[src/rtl/dmem_arb_pkg.sv]
// Shared types and default sizes for the data-memory write arbiter.
// State and owner encodings are fixed so they stay legible in waveforms.
package dmem_arb_pkg;

   localparam int DEF_ADDR_W    = 7;
   localparam int DEF_DATA_W    = 256;
   localparam int DEF_MAX_BURST = 64;

   typedef enum logic [1:0] {
      IDLE    = 2'd0,
      GNT_CAP = 2'd1,
      GNT_SPT = 2'd2
   } arb_state_t;

   typedef enum logic {
      OWN_CAP = 1'b0,
      OWN_SPT = 1'b1
   } owner_t;

endpackage

[src/rtl/dmem_write_arbiter.sv]
// Burst-granular round-robin arbiter between the capture packer and the SPART
// loader for the single data-memory write port, with one registered write stage.
module dmem_write_arbiter
   import dmem_arb_pkg::*;
#(
   parameter int ADDR_W    = DEF_ADDR_W,
   parameter int DATA_W    = DEF_DATA_W,
   parameter int MAX_BURST = DEF_MAX_BURST
) (
   input  logic              pxlclk,
   input  logic              rst_n,
   input  logic              cap_valid,
   input  logic              cap_last,
   input  logic [ADDR_W-1:0] cap_addr,
   input  logic [DATA_W-1:0] cap_data,
   output logic              cap_ready,
   input  logic              spt_valid,
   input  logic              spt_last,
   input  logic [ADDR_W-1:0] spt_addr,
   input  logic [DATA_W-1:0] spt_data,
   output logic              spt_ready,
   output logic              dmem_wren,
   output logic [ADDR_W-1:0] dmem_addr,
   output logic [DATA_W-1:0] dmem_data,
   output logic              busy,
   output logic              owner,
   input  logic              clr_err,
   output logic              err_overrun
);

   localparam int CNT_W = $clog2(MAX_BURST) + 1;

   arb_state_t        state;
   arb_state_t        stateNxt;
   owner_t            lastOwner;
   owner_t            ownerQ;
   logic [CNT_W-1:0]  beatCnt;
   logic              capGnt;
   logic              sptGnt;
   logic              accept;
   logic              acceptLast;
   logic              burstFull;
   logic              grantEnd;
   logic              overrunHit;
   logic              grantStart;
   logic [ADDR_W-1:0] selAddr;
   logic [DATA_W-1:0] selData;

   // Ready decodes registered state only, so valid never reaches ready combinationally.
   assign capGnt    = (state == GNT_CAP);
   assign sptGnt    = (state == GNT_SPT);
   assign cap_ready = capGnt;
   assign spt_ready = sptGnt;
   assign busy      = (state != IDLE);
   assign owner     = ownerQ;

   always_comb begin
      accept     = 1'b0;
      acceptLast = 1'b0;
      selAddr    = cap_addr;
      selData    = cap_data;
      if (capGnt) begin
         accept     = cap_valid;
         acceptLast = cap_last;
      end else if (sptGnt) begin
         accept     = spt_valid;
         acceptLast = spt_last;
         selAddr    = spt_addr;
         selData    = spt_data;
      end
   end

   // beatCnt holds beats already accepted, so this flags the MAX_BURST-th beat.
   assign burstFull  = (beatCnt == CNT_W'(MAX_BURST - 1));
   assign grantEnd   = accept & (acceptLast | burstFull);
   assign overrunHit = accept & ~acceptLast & burstFull;
   assign grantStart = (state == IDLE) & (stateNxt != IDLE);

   always_comb begin
      stateNxt = state;
      case (state)
         IDLE: begin
            if (cap_valid && (!spt_valid || lastOwner == OWN_SPT))
               stateNxt = GNT_CAP;
            else if (spt_valid)
               stateNxt = GNT_SPT;
         end
         GNT_CAP, GNT_SPT: begin
            if (grantEnd)
               stateNxt = IDLE;
         end
         default: stateNxt = IDLE;
      endcase
   end

   always_ff @(posedge pxlclk or negedge rst_n) begin
      if (!rst_n) begin
         state     <= IDLE;
         lastOwner <= OWN_SPT;
         ownerQ    <= OWN_CAP;
         beatCnt   <= '0;
      end else begin
         state <= stateNxt;
         if (grantStart) begin
            beatCnt <= '0;
            if (stateNxt == GNT_SPT) begin
               lastOwner <= OWN_SPT;
               ownerQ    <= OWN_SPT;
            end else begin
               lastOwner <= OWN_CAP;
               ownerQ    <= OWN_CAP;
            end
         end else if (accept) begin
            beatCnt <= beatCnt + CNT_W'(1);
         end
      end
   end

   // A new overrun outranks a simultaneous clear so the event is never lost.
   always_ff @(posedge pxlclk or negedge rst_n) begin
      if (!rst_n)
         err_overrun <= 1'b0;
      else if (overrunHit)
         err_overrun <= 1'b1;
      else if (clr_err)
         err_overrun <= 1'b0;
   end

   // Write stage: strobe pulses for one cycle per accept; addr/data hold otherwise.
   always_ff @(posedge pxlclk or negedge rst_n) begin
      if (!rst_n) begin
         dmem_wren <= 1'b0;
         dmem_addr <= '0;
         dmem_data <= '0;
      end else begin
         dmem_wren <= accept;
         if (accept) begin
            dmem_addr <= selAddr;
            dmem_data <= selData;
         end
      end
   end

endmodule

[config.mk]
export PLATFORM = sky130hd
export DESIGN_NAME = dmem_write_arbiter
export DESIGN_NICKNAME = d
export VERILOG_FILES = /design/src/rtl/dmem_arb_pkg.sv /design/src/rtl/dmem_write_arbiter.sv
export SDC_FILE = /design/constraint.sdc
export NUM_CORES = 1
export LEC_CHECK = 0
export BUFFER_PORTS_ARGS = -buffer_cell sky130_fd_sc_hd__buf_2
export CORE_AREA = 2 2 313 315
export CTS_CLUSTER_DIAMETER = 120
export DETAILED_ROUTE_END_ITERATION = 8
export DIE_AREA = 0 0 315 317
export GPL_ROUTABILITY_DRIVEN = 0
export SETUP_SLACK_MARGIN = 0.5
export SYNTH_ARGS = -nofsm -noshare
export SYNTH_HDL_FRONTEND = slang
export SYNTH_SLANG_ARGS = --single-unit
[constraint.sdc]
create_clock -name pxlclk -period 2.1 [get_ports pxlclk]
set_input_delay 0.21 -clock pxlclk [delete_from_list [all_inputs] [get_ports pxlclk]]
set_output_delay 0.21 -clock pxlclk [all_outputs]
set_load 0.02 [all_outputs]
== After elaboration in Yosys (flattened, before gate mapping) ==
Index checks and enable logic that the tools add are counted.

* Add/subtract/negate cells: 1
* Multipliers: 0
* Div/mod/pow operators: 0
* Magnitude comparators: 0
* Equal/unequal tests: 4
* Shift operators: 0
* Multiplexer cells: 17
* Bitwise operators: 6
* Reduce and logical (&&, ||, !) cells: 9

{| class="wikitable"
|+ Operator list
! operator !! number
|-
| 256-bit two-way mux || 2
|-
| 7-bit two-way mux || 4
|-
| 2-bit nonzero test || 4
|-
| 7-bit by 1-bit adder with 7-bit output (second input constant) || 1
|-
| 7-bit by 6-bit equality test with 1-bit output (second input constant) || 1
|-
| 1-bit two-way mux || 7
|-
| 2-bit two-way mux || 3
|-
| 1-bit bitwise AND || 4
|-
| 2-bit equality test (second input constant) || 2
|-
| 2-bit one-hot mux with 2 select lines || 1
|-
| 2-bit by 1-bit equality test with 1-bit output (second input constant) || 1
|-
| 2-bit zero test || 1
|-
| 2-bit OR reduction || 1
|-
| 1-bit logical AND || 1
|-
| 1-bit zero test || 1
|-
| 1-bit logical OR || 1
|-
| 1-bit NOT || 1
|-
| 1-bit OR || 1
|}

* Bits in registers: 276
* Bits in latches: 0
* Memory bits (writable): 0
* Memory bits (read-only): 0
* Output and inout port bits: 269
* Memories kept: 0

== Depth between registers and ports, before layout ==
* Word-level depth: 10
* Gate-level depth with buffers: 11

== Least setup slack after synthesis ==
OpenSTA, ideal clock, no wires.

* Kind: reg-to-reg
* Start point: reg state[0]
* End point: reg dmem_data[109]
* Library setup time: 0.133 ns
* Data arrival time: 1.828 ns
* Setup slack: 0.139 ns
* Stages on the path, launching flop included: 10
* Path buffers: 4
* Period minus slack after synthesis: 1.961 ns
* Cell sequence: dfrtp_1 > inv_1 > ha_1 > nor2b_1 > clkbuf_1 > buf_2 > buf_4 > clkbuf_4 > mux2i_1 > o21ai_0

* Word-level cells in the longest chain between the ends: 3
* Elaborated cells between the ends (all ways): 6
* Those cells by class: eq/ne (2); mux (4)

{| class="wikitable"
|+ RTL lines
! what !! RTL line !! text
|-
| from (decl) || dmem_write_arbiter.sv:33 || <nowiki>arb_state_t state;</nowiki>
|-
| from (signal assigned) || dmem_write_arbiter.sv:103 || <nowiki>state <= stateNxt;</nowiki>
|-
| 2-bit equality test * || dmem_write_arbiter.sv:51 || <nowiki>assign sptGnt = (state == GNT_SPT);</nowiki>
|-
| net spt_ready || dmem_write_arbiter.sv:21 || <nowiki>output logic spt_ready,</nowiki>
|-
| 256-bit two-way mux or 1-bit two-way mux (tied branches) || dmem_write_arbiter.sv:65 || <nowiki>end else if (sptGnt) begin</nowiki>
|-
| 256-bit two-way mux or 1-bit two-way mux (tied branches) || dmem_write_arbiter.sv:62 || <nowiki>if (capGnt) begin</nowiki>
|-
| to (signal assigned) || dmem_write_arbiter.sv:139 || <nowiki>dmem_data <= selData;</nowiki>
|-
| to (decl) || dmem_write_arbiter.sv:24 || <nowiki>output logic [DATA_W-1:0] dmem_data,</nowiki>
|}

The timed path passes the listed nets; every way through them passes the cells marked *.
A chain may end at the register's enable or synchronous reset.

== Worst setup path in the final report ==
* Start point: reg state[1]
* End point: reg beatCnt[1]

* Word-level cells in the longest chain between the ends: 10
* Elaborated cells between the ends (all ways): 18
* Those cells by class: eq/ne (2); mux (9); bitwise (3); reduce/logical (4)

{| class="wikitable"
|+ RTL lines
! what !! RTL line !! text
|-
| 2-bit equality test || dmem_write_arbiter.sv:51, dmem_write_arbiter.sv:81 ||
|-
| 1-bit two-way mux || dmem_write_arbiter.sv:65 ||
|-
| 1-bit two-way mux || dmem_write_arbiter.sv:62 ||
|-
| 1-bit OR || dmem_write_arbiter.sv:75 || <nowiki>assign grantEnd = accept & (acceptLast | burstFull);</nowiki>
|-
| 1-bit bitwise AND || dmem_write_arbiter.sv:75 ||
|-
| 2-bit two-way mux || dmem_write_arbiter.sv:89 || <nowiki>if (grantEnd)</nowiki>
|-
| 2-bit one-hot mux with 2 select lines || dmem_write_arbiter.sv:81 || <nowiki>case (state)</nowiki>
|-
| 2-bit nonzero test || dmem_write_arbiter.sv:77 || <nowiki>assign grantStart = (state == IDLE) & (stateNxt != IDLE);</nowiki>
|-
| 1-bit bitwise AND || dmem_write_arbiter.sv:77 ||
|-
| 7-bit two-way mux or 2-bit nonzero test (tied branches) || n/a ||
|-
| to (signal assigned) || dmem_write_arbiter.sv:114 || <nowiki>beatCnt <= beatCnt + CNT_W'(1);</nowiki>
|-
| to (decl) || dmem_write_arbiter.sv:37 || <nowiki>logic [CNT_W-1:0] beatCnt;</nowiki>
|}

Parallel ways exist; a longest one is shown, timed or not.

==> summary.md <==
| Metric | Value |
|---|---|
| Synth Register Bits | 276 |
| Final worst path period share | 0.950 |
| Worst-path clk slew | 0.06 ns |
| Port bufs | 801 |
| Kind of critical path | reg2reg |
| Dpl cells | 3,287 |
| Hold WC Path Type | in2reg |
| Vias in the first global route | 16,000 |
| Initial DRC Count | 866 |
| Syn Inst Count | 1,215 |
| Min Hold Slack | 0.0306 ns |
| CTS tree | built |
| Cell Area, Synth | 12,600 sq um |
| Pleak | 12.8 nW |
| Max Slew Vio Count | 0 |
| Status | finished clean |
| H-tree depth | 2 |
| Root Buffer | clkbuf_16 |
| Post-Layout Cell Count | 3,954 |
| Largest net degree at the start of global routing | 58 |
| Post-synthesis sequential area ratio | 0.547 |
| Post-layout net count | 3,179 |
| Core Rows | 114 |
| Routed len/inst | 19.3 microns |
| Final hold vios | 0 |
| Power density cells | 1310 nW/um^2 |
| Setup crit end kind | flop |
| Die ar. | 99,900 sq um |
| Initial core utilization | 0.131 |
| Area grow syn2layout | 115% |
| DRT Pass-1 Iters | 5 |
| DP HPWL | 46,300 microns |
| Slew @ Worst Pin | 0.377 ns |
| Reg2reg path depth | 10 |
| GRT Util Overall | 0.135 |
| Final core utilization | 0.283 |
| Worst Skew | 0.0228 ns |
| Worst reg2reg setup slack | 0.10 ns |
| Clk_lat worst skew | 0.56 ns |
| Worst EP arrival | 2.47 ns |
| Max Clock Freq | 501 MHz |
| Vias | 15,500 |
| Hold Startpoint | spt_data[189] |
| Reg2reg end | beatCnt[1] |
| Hold depth | 3 |
| First-pass GRT wire length | 100,000 microns |
| CP Launch Type | flop |
| Vias per inst | 3.92 |
| RR Startpoint | state[1] |
| Setup violators final | 0 |
| Clock sink total | 276 |
| Horiz. Die Dim | 315 microns |
| Clk buf depth | 3 |
| Total power | 0.0357 W |
| Initial antenna violation count | 24 |
| Maximum vdd drop | 766 uV |
| WHS Endpoint | dmem_data[189] |
| Syn Area/Cell | 10.4 sq um |
| Post-route ant nets | 0 |
| DRC Markers | 0 |
| Core ar. | 96,300 sq um |
| Io pins | 802 |
| RSZ-0062 raised after global routing | yes |
| Worst-case headroom to the max-slew limit | 0.749 |
| Post-Syn Nets | 1,753 |
| Share of cells above drive strength 1 | 0.407 |
| Total CTS buffers | 34 |
| Yosys cell types | 29 |
| Worst Path Max Fanout | 7 |
| Yosys warns | 0 |
| Min Clock Period, post-route | 2.00 ns |
| Routed WL | 76,400 microns |
| Max-Cap Viols | 0 |
| GRT overflow | 0 |
| CP Data Required Time | 2.58 ns |
| Chip height | 317 microns |
final cells by class:
| cell class | instances | area [sq um] |
|---|---|---|
| flip-flops and latches | 276 | 6910 |
| diodes | 14 | 35.0 |
| repair buffers | 1479 | 11800 |
| multi-input cells | 844 | 5690 |
| clock buffers | 47 | 1010 |
| fillers | 9732 | 69100 |
| inverters | 6 | 27.5 |
| clock inverters | 12 | 146 |
| well taps | 1276 | 1600 |
sequential cells by signal, indices dropped and copies added (netlist names):
name         cells
dmem_wren        1
lastOwner        1
owner            1
dmem_addr        7
state            2
dmem_data      256
err_overrun      1
beatCnt          7
cells in the mapped netlist (all sizes together):
cell type | n | share of area
or3b | 1 | 0.00069
mux2i | 263 | 0.21
clkbuf | 38 | 0.012
o21a | 2 | 0.0018
xnor2 | 3 | 0.0021
dfstp | 1 | 0.0021
a22oi | 1 | 0.00059
ha | 5 | 0.0050
inv | 6 | 0.0018
nand4 | 3 | 0.0015
nor2 | 13 | 0.0039
o2bb2ai | 1 | 0.00069
nand2 | 274 | 0.081
nor2b | 3 | 0.0015
dfrtp | 275 | 0.54
buf | 51 | 0.021
a32o | 1 | 0.00079
a21oi | 4 | 0.0022
xor2 | 3 | 0.0021
and2 | 1 | 0.00050
o21ai | 266 | 0.11
power breakdown:
| group | internal, W | leakage, nW | switching (W) |
|---|---|---|---|
| logic | 0.00906 | 8.79 | 0.0112 |
| registers | 0.00784 | 3.45 | 0.00144 |
| clock network | 0.00375 | 0.577 | 0.00248 |
| total | 0.0207 | 12.8 | 0.0151 |
what timing repair did:
action	in CTS	in global routing
resized for setup	126	178
pin swaps	8	15
endpoints found under the hold margin	396	0
hold buffers	525	0
gates cloned	15	18
setup buffers	23	13
setup endpoints to repair	277	278
kinds of logic (layout without fill, tap and decap cells):
kind of cell / Yosys count / after routing / synth area share
AND/OR/NAND/NOR: 295 / 295 / 0.0894
flip-flops: 276 / 276 / 0.547
AO/OA/AOI/OAI: 275 / 275 / 0.112
multiplexers: 263 / 263 / 0.208
buffers and inverters: 95 / 1544 / 0.0349
XOR/XNOR: 6 / 6 / 0.00416
adder cells (fa/ha/maj): 5 / 5 / 0.00495
other: 0 / 14 / 0
worst max path at each step:
| stage | startpoint | to | depth (start not counted) |
|---|---|---|---|
| after global placement | state[1] | dmem_data[178] | 7 |
| after CTS | state[1] | beatCnt[4] | 10 |
| after global routing | state[1] | beatCnt[2] | 10 |
| after floorplan | state[0] | dmem_data[109] | 9 |
| after detailed placement | state[1] | dmem_data[178] | 7 |
| final | state[1] | beatCnt[1] | 10 |
cells in the final DEF (no fill, tap or decap), types with 31 or more instances in the layout:
cell type	n
mux2i_2	31
buf_12	38
clkbuf_16	52
mux2i_1	219
dfrtp_1	274
o21ai_0	68
buf_4	44
buf_2	797
o21ai_1	191
nand2_1	271
dlygate4sd3_1	525
metrics by stage:
step           instance area, sq um  setup TNS, ns  worst slack, ns
2_1_floorplan                 12900              0            0.353
3_3_place_gp                  18700              0            0.173
3_5_place_dp                  18700              0            0.122
4_1_cts                       26200              0            0.211
5_1_grt                       27200       -0.00106         -0.00106
6_report                      27200              0            0.105
critical path: stages, from the launching register on:
cell and delay (ns):
dfrtp_1 0.42, inv_2 0.09, ha_4 0.19, buf_6 0.12, o21a_4 0.22, buf_6 0.13
buf_12 0.12, a21oi_4 0.14, o21ai_2 0.10, o21a_4 0.27, a21oi_2 0.11
per-layer routing:
layer / share of wire / GRT usage / vias up
li1: - / - / 7070
met1: 0.38 / 0.152 / 7365
met2: 0.49 / 0.229 / 852
met3: 0.087 / 0.0441 / 200
met4: 0.045 / 0.0641 / 20
met5: 0.0018 / 0 / -
(Power assumes the default switching activity.)
